==> src/rtl/axi_arb_pkg.sv <==
// Shared types and constants for the read-address arbiter: FSM states, decode results, window size.
// The AXI field-width macros are defined here when they are not already provided.
`ifndef AXI_ID_BITS
`define AXI_ID_BITS 4
`endif
`ifndef AXI_IDS_BITS
`define AXI_IDS_BITS 8
`endif
`ifndef AXI_ADDR_BITS
`define AXI_ADDR_BITS 32
`endif
`ifndef AXI_LEN_BITS
`define AXI_LEN_BITS 4
`endif
`ifndef AXI_SIZE_BITS
`define AXI_SIZE_BITS 3
`endif

package axi_arb_pkg;

    typedef enum logic {
        IDLE  = 1'b0,
        GRANT = 1'b1
    } arb_state_t;

    typedef enum logic [1:0] {
        DEC_S0  = 2'd0,
        DEC_S1  = 2'd1,
        DEC_DEF = 2'd2
    } dec_t;

    localparam logic [31:0] WIN_SIZE = 32'h0001_0000;

    // Saturating-free up/down step; a completion at zero is ignored.
    function automatic logic [1:0] outs_update(input logic [1:0] cnt,
                                               input logic       inc,
                                               input logic       dec);
        logic [1:0] r;
        r = cnt;
        if (inc && !(dec && cnt != 2'd0)) begin
            r = cnt + 2'd1;
        end else if (!inc && dec && cnt != 2'd0) begin
            r = cnt - 2'd1;
        end
        return r;
    endfunction

endpackage

==> src/rtl/axi_addr_decode.sv <==
// Combinational read-address decoder: maps an address onto S0, S1 or the default (DECERR) slave.
module axi_addr_decode
    import axi_arb_pkg::*;
#(
    parameter logic [31:0] S0_BASE = 32'h0000_0000,
    parameter logic [31:0] S1_BASE = 32'h0001_0000
) (
    input  logic [31:0] addr,
    output logic [1:0]  dec
);

    logic [31:0] off0;
    logic [31:0] off1;

    // Unsigned offset compare also rejects addresses below the base (they wrap high).
    always_comb begin
        off0 = addr - S0_BASE;
        off1 = addr - S1_BASE;
        dec  = DEC_DEF;
        if (off0 < WIN_SIZE) begin
            dec = DEC_S0;
        end else if (off1 < WIN_SIZE) begin
            dec = DEC_S1;
        end
    end

endmodule

==> src/rtl/axi_ar_arbiter.sv <==
// AR-channel arbiter/decoder for the 2-master / 2-slave bridge, with per-master outstanding caps.
// Define AR_FIXED_PRIO_EN for fixed priority (M1 wins ties); otherwise round-robin.
`ifndef AXI_ID_BITS
`define AXI_ID_BITS 4
`endif
`ifndef AXI_IDS_BITS
`define AXI_IDS_BITS 8
`endif
`ifndef AXI_ADDR_BITS
`define AXI_ADDR_BITS 32
`endif
`ifndef AXI_LEN_BITS
`define AXI_LEN_BITS 4
`endif
`ifndef AXI_SIZE_BITS
`define AXI_SIZE_BITS 3
`endif

module axi_ar_arbiter
    import axi_arb_pkg::*;
#(
    parameter int          MAX_OUTS = 1,
    parameter logic [31:0] S0_BASE  = 32'h0000_0000,
    parameter logic [31:0] S1_BASE  = 32'h0001_0000
) (
    input  logic                       clk,
    input  logic                       rst,
    input  logic [`AXI_ID_BITS-1:0]    ARID_M0,
    input  logic [`AXI_ADDR_BITS-1:0]  ARADDR_M0,
    input  logic [`AXI_LEN_BITS-1:0]   ARLEN_M0,
    input  logic [`AXI_SIZE_BITS-1:0]  ARSIZE_M0,
    input  logic [1:0]                 ARBURST_M0,
    input  logic                       ARVALID_M0,
    output logic                       ARREADY_M0,
    input  logic [`AXI_ID_BITS-1:0]    ARID_M1,
    input  logic [`AXI_ADDR_BITS-1:0]  ARADDR_M1,
    input  logic [`AXI_LEN_BITS-1:0]   ARLEN_M1,
    input  logic [`AXI_SIZE_BITS-1:0]  ARSIZE_M1,
    input  logic [1:0]                 ARBURST_M1,
    input  logic                       ARVALID_M1,
    output logic                       ARREADY_M1,
    output logic [`AXI_IDS_BITS-1:0]   ARID_S,
    output logic [`AXI_ADDR_BITS-1:0]  ARADDR_S,
    output logic [`AXI_LEN_BITS-1:0]   ARLEN_S,
    output logic [`AXI_SIZE_BITS-1:0]  ARSIZE_S,
    output logic [1:0]                 ARBURST_S,
    output logic                       ARVALID_S0,
    input  logic                       ARREADY_S0,
    output logic                       ARVALID_S1,
    input  logic                       ARREADY_S1,
    input  logic                       rdone_m0,
    input  logic                       rdone_m1,
    output logic                       getaddr_default,
    output logic                       master_signal,
    output logic                       dbg_state
);

    // Handshake rule: an AR transfers on any cycle where the granted master's ARREADY is high
    // while in GRANT; ARVALID_Sx is driven from the grant, not re-gated by the master's ARVALID.

    localparam logic [1:0] MAX_C = 2'(MAX_OUTS);

    arb_state_t state, state_next;
    logic       grant, grant_next;
    logic       last_winner, last_next;
    logic [1:0] outs0, outs1, outs0_next, outs1_next;

    logic [`AXI_ID_BITS-1:0]   sel_id;
    logic [`AXI_ADDR_BITS-1:0] sel_addr;
    logic [`AXI_LEN_BITS-1:0]  sel_len;
    logic [`AXI_SIZE_BITS-1:0] sel_size;
    logic [1:0]                sel_burst;
    logic [1:0]                dec_raw;
    dec_t                      dec;
    logic                      slave_rdy;
    logic                      hs;
    logic                      el0, el1;

    assign sel_id    = grant ? ARID_M1    : ARID_M0;
    assign sel_addr  = grant ? ARADDR_M1  : ARADDR_M0;
    assign sel_len   = grant ? ARLEN_M1   : ARLEN_M0;
    assign sel_size  = grant ? ARSIZE_M1  : ARSIZE_M0;
    assign sel_burst = grant ? ARBURST_M1 : ARBURST_M0;

    axi_addr_decode #(
        .S0_BASE (S0_BASE),
        .S1_BASE (S1_BASE)
    ) u_dec (
        .addr (sel_addr),
        .dec  (dec_raw)
    );

    assign dec       = dec_t'(dec_raw);
    assign slave_rdy = (dec == DEC_S0) ? ARREADY_S0 :
                       (dec == DEC_S1) ? ARREADY_S1 : 1'b1;
    assign hs        = (state == GRANT) && slave_rdy;
    assign el0       = ARVALID_M0 && (outs0 < MAX_C);
    assign el1       = ARVALID_M1 && (outs1 < MAX_C);
    assign dbg_state = state;

    always_ff @(posedge clk) begin
        if (rst) begin
            state       <= IDLE;
            grant       <= 1'b0;
            last_winner <= 1'b1;
            outs0       <= 2'd0;
            outs1       <= 2'd0;
        end else begin
            state       <= state_next;
            grant       <= grant_next;
            last_winner <= last_next;
            outs0       <= outs0_next;
            outs1       <= outs1_next;
        end
    end

    always_comb begin
        state_next = state;
        grant_next = grant;
        last_next  = last_winner;
        outs0_next = outs_update(outs0, hs && !grant, rdone_m0);
        outs1_next = outs_update(outs1, hs && grant, rdone_m1);
        case (state)
            IDLE: begin
                if (el0 && el1) begin
`ifdef AR_FIXED_PRIO_EN
                    grant_next = 1'b1;
`else
                    grant_next = ~last_winner;
`endif
                    state_next = GRANT;
                end else if (el0) begin
                    grant_next = 1'b0;
                    state_next = GRANT;
                end else if (el1) begin
                    grant_next = 1'b1;
                    state_next = GRANT;
                end
            end
            GRANT: begin
                if (hs) begin
                    state_next = IDLE;
                    last_next  = grant;
                end
            end
            default: state_next = IDLE;
        endcase
    end

    always_comb begin
        ARID_S          = '0;
        ARADDR_S        = '0;
        ARLEN_S         = '0;
        ARSIZE_S        = '0;
        ARBURST_S       = '0;
        ARVALID_S0      = 1'b0;
        ARVALID_S1      = 1'b0;
        ARREADY_M0      = 1'b0;
        ARREADY_M1      = 1'b0;
        getaddr_default = 1'b0;
        master_signal   = 1'b0;
        if (state == GRANT) begin
            ARID_S          = {{(`AXI_IDS_BITS-`AXI_ID_BITS-1){1'b0}}, grant, sel_id};
            ARADDR_S        = sel_addr;
            ARLEN_S         = sel_len;
            ARSIZE_S        = sel_size;
            ARBURST_S       = sel_burst;
            ARVALID_S0      = (dec == DEC_S0);
            ARVALID_S1      = (dec == DEC_S1);
            ARREADY_M0      = !grant && slave_rdy;
            ARREADY_M1      = grant && slave_rdy;
            getaddr_default = (dec == DEC_DEF);
            master_signal   = grant && (dec == DEC_DEF);
        end
    end

endmodule

==> config.mk <==
export PLATFORM = sky130hd
export DESIGN_NAME = axi_ar_arbiter
export DESIGN_NICKNAME = d
export VERILOG_FILES = /design/src/rtl/axi_arb_pkg.sv /design/src/rtl/axi_addr_decode.sv /design/src/rtl/axi_ar_arbiter.sv
export SDC_FILE = /design/constraint.sdc
export NUM_CORES = 1
export LEC_CHECK = 0
export BUFFER_PORTS_ARGS = -buffer_cell sky130_fd_sc_hd__buf_2
export CAP_MARGIN = 10
export CORE_ASPECT_RATIO = 1.2
export CORE_MARGIN = 3
export CORE_UTILIZATION = 35
export DETAILED_ROUTE_END_ITERATION = 10
export PLACE_DENSITY = 0.9
export SYNTH_ARGS = -nofsm -noshare
export SYNTH_HDL_FRONTEND = slang
export SYNTH_HIERARCHICAL = 1
export SYNTH_SLANG_ARGS = --single-unit
==> constraint.sdc <==
create_clock -name clk -period 4.38 [get_ports clk]
set_input_delay 0.438 -clock clk [delete_from_list [all_inputs] [get_ports clk]]
set_output_delay 0.438 -clock clk [all_outputs]
set_load 0.05 [all_outputs]
==> results.tsv, run 1 <==
stage	metric	value	unit
cts	cts_tree	built	
power_and_ir_drop	p_sw_share	59.90	%
global_routing	antenna_found_initial	0	
hold_path	hold_start	rst	
sta	tightest_slew	529.7	ps
finish	layout_common_cells	150 x buf_2, 34 x and2_1, 23 x mux2_2	
cts	clock_path_buffers	2	
hold_path	hp-class	in2reg	
placed_design	io_buffers	150	
power_and_ir_drop	power.total	1.106	mW
logic_synthesis	synth_area_leaders	mux2_2 19%, and2_1 15%, mux2i_1 11%, dfxtp_1 10%, mux2_1 8.1%	
logic_synthesis	synth_compound_area_share	5.372	%
power_and_ir_drop	max-vdd-ir-drop	0.3750	mV
setup_path	r2r_slack	1040	ps
cts	clock_latency	240	ps
finish	layout.filler_cells	375	
cts	postCtsHoldBufs	0	
logic_synthesis	synth_top_family_by_area	multiplexers	
cts	cts_setup_buffers	0	
logic_synthesis	syn_inst	167	
route	dr_wl_met2	2.893	mm
route	top_layer	met4	
finish	syn_to_final_growth	58.37	%
floorplanning	die_x	63.69	um
power_and_ir_drop	p_int	443.4	uW
route	vias_per_cell	4.705	
logic_synthesis	synthAdderAreaFrac	3.581	%
logic_synthesis	synth_ff_type	dfxtp_1	
logic_synthesis	synth-xor-area-share	2.417	%
hold_path	holdPathStages	2	
cts	cts_buffers	3	
route	initialDrtViolationCount	55	
setup_path	worst-path-max-fanout	34	
route	ant_nets	0	
sta	hold_viol	0	
finish	nNetsFinal	414	
global_routing	grt_max_degree	38	
route	drc	0	
power_and_ir_drop	p_leak	1.222	nW
power_and_ir_drop	pwr-share-clk	8.7	%
run_status	status	completed	
floorplanning	fp.dieH	75.22	um
cts	path_clk_slew	50	ps
hold_path	hold_path_end	grant$_SDFFE_PP0P_	
setup_path	reg2reg_from	grant$_SDFFE_PP0P_	
floorplanning	core-area	3724	um^2
floorplanning	num_rows	24	
logic_synthesis	ys_ff_latch	7	
setup_path	r2r-end	outs0[0]$_SDFFE_PP0P_	
sta	maxSlewViolCount	0	
logic_synthesis	synth_top_cell_by_area	mux2_2	
sta	setup_tns	0	ps
route	met1_length	1.867	mm
setup_path	cp_data_arrival_time	3300	ps
logic_synthesis	ys_warn_count	6	
finish	mostFrequentLayoutCell	buf_2	
sta	slew_headroom	64.64	%
floorplanning	boundaryPins	154	
logic_synthesis	synth_mux_area_share	38.41	%
sta	clock.fmax	267.3	MHz
logic_synthesis	yosysUniqueCellTypes	40	
cts	htreeDepth	1	
global_routing	grt_pass1_vias	1578	
sta	finClkSkew	7.014	ps
finish	diodes	0	
cts	cts_resized	0	
placed_design	gp_congestion	0.8185	
global_routing	grt_overflow_total	0	
sta	setup_viol	0	
cts	cts_sinks	7	
logic_synthesis	synthArstFlopShare	0	%
power_and_ir_drop	pwr_density_cell	499.5	nW/um^2
setup_path	start_kind	register	
power_and_ir_drop	netSwitchingPower	662.2	uW
floorplanning	dieArea	4790	um^2
logic_synthesis	syn_avg_cell_area	8.369	um^2
power_and_ir_drop	p_comb_share	80.6	%
setup_path	cp_data_required_time	3940	ps
run	cap_violations	0	
placed_design	hpwl	4.527	mm
floorplanning	start_util	37.53	%
sta	post-route-min-period	3741	ps
sta	whs	476.3	ps
sta	grt_setup_unrepaired	no	
sta	period_share	85.41	%
logic_synthesis	synth-seq-area-share	10.03	%
finish	drive_gt1_share	60.77	%
setup_path	endpoint_kind	output pin	
route	wirelength	5.247	mm
logic_synthesis	synth_edf_count	0	
route	firstDrtPassIters	4	
cts	cts_root_buf	clkbuf_8	
setup_path	path_class	reg2out	
logic_synthesis	synthesis.area	1398	um^2
setup_path	reg2regPathDepth	8	
logic_synthesis	yosysTopAreaCellShare	18.53	%
logic_synthesis	synth-simple-area-share	32.77	%
power_and_ir_drop	power_frac_seq	10.7	%
global_routing	gr-usage-all-layers	19.89	%
route	met3WireLength	453	um
route	num_vias	1708	
global_routing	grt_pass1_wl	7.465	mm
route	wire_per_inst	14.45	um
flip-flops by register name, summed over array words and instances, names as in the netlist:
register,cells
dbg_state,1
grant,1
last_winner,1
outs0,2
outs1,2
routing by layer:
metal  track usage, %  vias up
met4            5.276        0
li1                 -      855
met5                0        -
met1            20.32      770
met3            5.970        2
met2            39.44       81
critical path, stage by stage, from the launching register on:
cell	delay (ps)
dfxtp_2	520
buf_4	480
mux2_2	400
nor4_1	370
and4_1	360
mux2_4	350
o21ai_2	260
inv_1	90
buf_2	220
logic make-up (layout without fill, tap and decap cells):
group                      count (synthesis)  in the layout
DFF                                        7              7
AOI/OAI and AO/OA                          9              9
buffers and inverters                     22            164
and+or+nand+nor                           72             72
muxes                                     49             49
adders and majority gates                  4              4
xor gates and xnor gates                   3              3
other                                      1              3
worst max path at each step:
| stage | from | cells past startpoint | slack, ps | end |
|---|---|---|---|---|
| final | grant$_SDFFE_PP0P_ | 8 | 640 | ARREADY_M1 |
| after global routing | grant$_SDFFE_PP0P_ | 8 | 470 | ARREADY_M1 |
| after detailed placement | grant$_SDFFE_PP0P_ | 8 | 910 | ARREADY_M1 |
| after CTS | grant$_SDFFE_PP0P_ | 8 | 640 | ARREADY_M1 |
| after floorplan | grant$_SDFFE_PP0P_ | 7 | 710 | ARVALID_S0 |
| after global placement | grant$_SDFFE_PP0P_ | 8 | 1000 | ARREADY_M1 |
cell type report:
class | instances | area (um^2) | share of cell area, %
flip-flops and latches | 7 | 141.4 | 6.388
inverters | 8 | 30.03 | 1.357
clock buffers | 3 | 41.29 | 1.865
clock inverters | 1 | 5.005 | 0.2261
well taps | 52 | 65.06 | 2.940
multi-input cells | 140 | 1165 | 52.63
repair buffers | 152 | 765.7 | 34.60
Yosys cell counts, types with 2 or more instances:
master	instances
nand3_1	3
clkbuf_1	5
nand2b_1	3
ha_1	4
nor4_1	2
inv_1	8
and2_1	34
mux2_2	23
mux2_1	10
mux2i_1	15
buf_2	5
nor2_1	5
and3b_2	3
dfxtp_1	7
buf_4	3
nor2b_1	13
metrics by stage:
step	worst slack (ps)	instances	cell area, um^2	utilization [%]
3_5_place_dp	913.8	359	2167	58.20
2_1_floorplan	708.6	169	1405	-
4_1_cts	640.5	363	2213	59.44
3_3_place_gp	1002	359	2167	58.20
5_1_grt	467.9	363	2213	59.44
6_report	638.9	363	2213	59.44
power by group through the flow:
stage	clock, mW	sequential, mW	combinational [mW]
after floorplan	0	0.108	0.712
after global placement	0	0.118	0.879
after detailed placement	0	0.120	0.894
after CTS	0.0990	0.119	0.897
after global routing	0.106	0.124	0.948
final	0.0962	0.118	0.891
Note: power is estimated with default switching activity, not from simulation.
==> run 2: changes to the inputs <==
- HOLD_SLACK_MARGIN: not set -> 0.15
- PLACE_DENSITY: 0.9 -> 0.82
==> run 2 against run 1 <==
  * Maximum frequency increased by 2.7%
  * Critical path type unchanged
  * Final cell count is the same
  * Non-clock buffer count stayed put
  * Via count decreased by 0.88%
  * Highest routed layer unchanged
  * Cell area hardly changed
  * Core utilization about the same
  * Critical endpoint unchanged
==> results.tsv, run 2 (synthesis gave the netlist of run 1 again) <==
stage	metric	value	unit
setup_path	cp_data_required_time	3940	ps
sta	hold_viol	0	
run	cap_violations	0	
route	ant_nets	0	
finish	syn_to_final_growth	58.28	%
finish	layout_common_cells	150 x buf_2, 34 x and2_1, 23 x mux2_2	
placed_design	hpwl	4.299	mm
global_routing	grt_max_degree	44	
cts	clock_path_buffers	2	
hold_path	holdPathStages	2	
sta	clock.fmax	274.6	MHz
setup_path	reg2reg_from	grant$_SDFFE_PP0P_	
sta	grt_setup_unrepaired	no	
cts	cts_tree	built	
finish	mostFrequentLayoutCell	buf_2	
sta	post-route-min-period	3642	ps
hold_path	hold_path_end	outs1[1]$_SDFFE_PP0P_	
finish	nNetsFinal	414	
setup_path	r2r-end	outs0[0]$_SDFFE_PP0P_	
floorplanning	start_util	37.53	%
global_routing	grt_overflow_total	0	
sta	finClkSkew	5.397	ps
route	vias_per_cell	4.664	
global_routing	gr-usage-all-layers	19.44	%
placed_design	gp_congestion	0.8098	
setup_path	start_kind	register	
power_and_ir_drop	p_leak	1.219	nW
finish	stdcell_area	2212	um^2
floorplanning	boundaryPins	154	
route	num_vias	1693	
cts	cts_sinks	7	
global_routing	antenna_found_initial	0	
power_and_ir_drop	power.total	1.100	mW
run_status	status	completed	
power_and_ir_drop	max-vdd-ir-drop	0.3104	mV
setup_path	r2r_slack	1120	ps
sta	slew_headroom	62.51	%
setup_path	worst-path-max-fanout	43	
route	wire_per_inst	13.72	um
setup_path	endpoint_kind	output pin	
cts	clock_latency	240	ps
sta	maxSlewViolCount	0	
floorplanning	fp.dieH	75.22	um
finish	drive_gt1_share	60.45	%
setup_path	cp_data_arrival_time	3200	ps
floorplanning	core-area	3724	um^2
floorplanning	dieArea	4790	um^2
hold_path	hold_start	outs1[1]$_SDFFE_PP0P_	
cts	cts_buffers	3	
finish	diodes	0	
placed_design	dpl_cell_area	2167	um^2
hold_path	hp-class	reg2reg	
cts	cts_setup_buffers	0	
sta	period_share	83.14	%
sta	setup_viol	0	
cts	htreeDepth	1	
placed_design	io_buffers	150	
route	firstDrtPassIters	4	
cts	cts_root_buf	clkbuf_8	
global_routing	grt_pass1_wl	7.334	mm
sta	setup_tns	0	ps
setup_path	path_class	reg2out	
route	wirelength	4.979	mm
cts	path_clk_slew	40	ps
cts	cts_resized	0	
global_routing	grt_pass1_vias	1562	
route	initialDrtViolationCount	67	
setup_path	reg2regPathDepth	8	
cts	postCtsHoldBufs	0	
route	drc	0	
floorplanning	die_x	63.69	um
finish	final_util	59.41	%
sta	tightest_slew	562.4	ps
power_and_ir_drop	pwr_density_cell	497.3	nW/um^2
sta	whs	480.5	ps
finish	top_regs	outs0: 2 flops, outs1: 2 flops	
floorplanning	num_rows	24	
## run 2: how the worst max path moves through the flow
stage                                  start    endpoint  slack [ps]  cells after the start
after floorplan           grant$_SDFFE_PP0P_  ARVALID_S0         710                      7
after global placement    grant$_SDFFE_PP0P_  ARREADY_M1        1100                      8
after detailed placement  grant$_SDFFE_PP0P_  ARREADY_M1        1050                      8
after CTS                 grant$_SDFFE_PP0P_  ARREADY_M1         770                      8
after global routing      grant$_SDFFE_PP0P_  ARREADY_M1         530                      8
final                     grant$_SDFFE_PP0P_  ARREADY_M1         740                      8
## run 2: stage by stage
stage | instances | setup WS [ps]
after global placement | 359 | 1104
final | 363 | 738.4
after CTS | 363 | 768.6
after global routing | 363 | 531.4
after floorplan | 169 | 708.6
after detailed placement | 359 | 1048
## run 2: final cells by class
| type | instances | area (um^2) |
|---|---|---|
| Tap cell | 52 | 65.06 |
| Multi-Input combinational cell | 140 | 1165 |
| Inverter | 8 | 30.03 |
| Clock buffer | 4 | 45.04 |
| Sequential cell | 7 | 141.4 |
| Timing Repair Buffer | 152 | 765.7 |
| Fill cell | 380 | 1511 |
## run 2: where the power goes
| part | internal, mW | switching (mW) | leakage, nW |
|---|---|---|---|
| sequential | 0.0841 | 0.0240 | 0.0580 |
| clock | 0.0633 | 0.0320 | 0.0228 |
| combinational | 0.298 | 0.599 | 1.14 |
## run 2: worst max-delay path, cell delays in order, from the launching register on
cell and delay, ps:
dfxtp_2 380, buf_4 510, mux2_2 400, nor4_1 410, and4_1 360, mux2_4 350, o21ai_2 240, inv_1 100
buf_2 220
## run 2: metal layers
layer,part of all wire (%),GRT usage [%]
met1,36,19.75
met2,55,39.56
met3,8.0,5.224
met4,0.84,4.317
met5,0,0
==> run 3: changes to the inputs <==
- clock period: 4.38 -> 3.66 ns (I/O delays scaled with it)
==> run 3 against run 2 <==
  * Cell area rose by 0.45%
  * Combinational power increased by 18%
  * Worst setup slack worse by 520 ps
  * Flip-flop and latch count unchanged
  * Register-to-register slack worse by 600 ps
  * Clock-buffer cell count is the same
  * Via count fell by 0.59%
  * Non-clock buffer count up 1
  * Worst hold slack worse by 72 ps
  * Sequential power increased by 38%
  * Critical endpoint unchanged
==> results.tsv, run 3 (synthesis gave the netlist of run 1 again) <==
stage	metric	value	unit
cts	cts_resized	0	
global_routing	antenna_found_initial	0	
cts	clock_latency	230	ps
placed_design	io_buffers	150	
cts	cts_sinks	7	
sta	hold_viol	0	
run	cap_violations	0	
setup_path	endpoint_kind	output pin	
finish	top_regs	outs0: 2 flops, outs1: 2 flops	
sta	maxSlewViolCount	0	
power_and_ir_drop	pwr_density_cell	593.0	nW/um^2
setup_path	worst-path-max-fanout	16	
sta	finClkSkew	0.7646	ps
setup_path	cp_data_arrival_time	3080	ps
finish	layout.filler_cells	374	
route	firstDrtPassIters	2	
floorplanning	boundaryPins	154	
setup_path	start_kind	register	
placed_design	gp_congestion	0.8072	
sta	setup_viol	0	
finish	layout_common_cells	150 x buf_2, 34 x and2_1, 23 x mux2_2	
global_routing	gr-usage-all-layers	18.66	%
hold_path	hp-class	in2reg	
power_and_ir_drop	max-vdd-ir-drop	0.2810	mV
floorplanning	num_rows	24	
cts	cts_setup_buffers	0	
setup_path	path_class	reg2out	
cts	cts_tree	built	
sta	tightest_slew	744.6	ps
floorplanning	start_util	37.53	%
power_and_ir_drop	p_leak	1.225	nW
global_routing	grt_max_degree	32	
route	wire_per_inst	13.56	um
cts	postCtsHoldBufs	0	
floorplanning	fp.dieH	75.22	um
power_and_ir_drop	power.total	1.318	mW
finish	nNetsFinal	415	
sta	slew_headroom	50.29	%
route	met1_length	1.817	mm
cts	cts_buffers	3	
route	initialDrtViolationCount	44	
setup_path	cp_data_required_time	3290	ps
finish	syn_to_final_growth	59.00	%
sta	setup_tns	0	ps
cts	htreeDepth	1	
route	dr_wl_met2	2.589	mm
route	drc	0	
global_routing	grt_pass1_wl	7.148	mm
finish	drive_gt1_share	60.58	%
global_routing	grt_pass1_vias	1541	
sta	grt_setup_unrepaired	no	
floorplanning	core-area	3724	um^2
placed_design	hpwl	4.277	mm
route	wirelength	4.935	mm
sta	post-route-min-period	3441	ps
floorplanning	die_x	63.69	um
route	vias_per_cell	4.624	
route	top_layer	met4	
sta	clock.fmax	290.6	MHz
run_status	status	completed	
route	met3WireLength	432	um
cts	cts_root_buf	clkbuf_8	
global_routing	grt_overflow_total	0	
sta	period_share	94.02	%
finish	diodes	0	
finish	mostFrequentLayoutCell	buf_2	
route	ant_nets	0	
cts	path_clk_slew	40	ps
floorplanning	dieArea	4790	um^2
route	num_vias	1683	
cts	clock_path_buffers	2	
==> run 3: area by class of cell <==
| cell class | count | area (um^2) | share of cell area, % |
|---|---|---|---|
| multi-input cells | 140 | 1165 | 52.42 |
| repair buffers | 153 | 773.2 | 34.80 |
| flip-flops and latches | 7 | 143.9 | 6.475 |
| well taps | 52 | 65.06 | 2.928 |
| clock buffers | 4 | 45.04 | 2.027 |
| inverters | 8 | 30.03 | 1.351 |
==> run 3: final timing paths <==
path,from,endpoint,slack [ps],depth (start not counted)
min reg2reg,last_winner$_SDFFE_PP1P_,last_winner$_SDFFE_PP1P_,480,1
max reg2reg,grant$_SDFFE_PP0P_,outs0[0]$_SDFFE_PP0P_,520,8
max,grant$_SDFFE_PP0P_,ARREADY_M1,220,8
min,rst,grant$_SDFFE_PP0P_,410,2
==> run 3: routing by layer <==
| layer | vias to the layer above | GRT usage [%] |
|---|---|---|
| met5 | - | 0 |
| met4 | 0 | 7.194 |
| met2 | 76 | 35.27 |
| met3 | 11 | 5.373 |
| met1 | 744 | 19.70 |
| li1 | 852 | - |
==> run 3: worst max-delay path: stages (launching register included) <==
cell and delay (ps):
dfxtp_4 460, mux2_1 360, or4_1 570, nor4_2 210, and4_1 330, mux2_4 350, o21ai_2 250, inv_1 90
buf_2 220
==> run 3: through the flow <==
step	setup WS (ps)	util, %	instances	cell area [um^2]	hold slack [ps]
CTS	115.1	59.61	364	2220	405.0
global route	78.70	59.68	364	2222	430.6
floorplan	60.64	-	169	1405	435.8
global placement	436.3	58.40	360	2175	455.2
finish	219.0	59.68	364	2222	408.8
detailed placement	367.3	58.40	360	2175	474.3
==> run 3: power breakdown <==
| part | leakage [nW] | switching (mW) | internal (mW) |
|---|---|---|---|
| Combinational | 1.14 | 0.700 | 0.360 |
| Sequential | 0.0583 | 0.0474 | 0.102 |
| Clock | 0.0228 | 0.0324 | 0.0753 |
| Total | 1.22 | 0.780 | 0.538 |
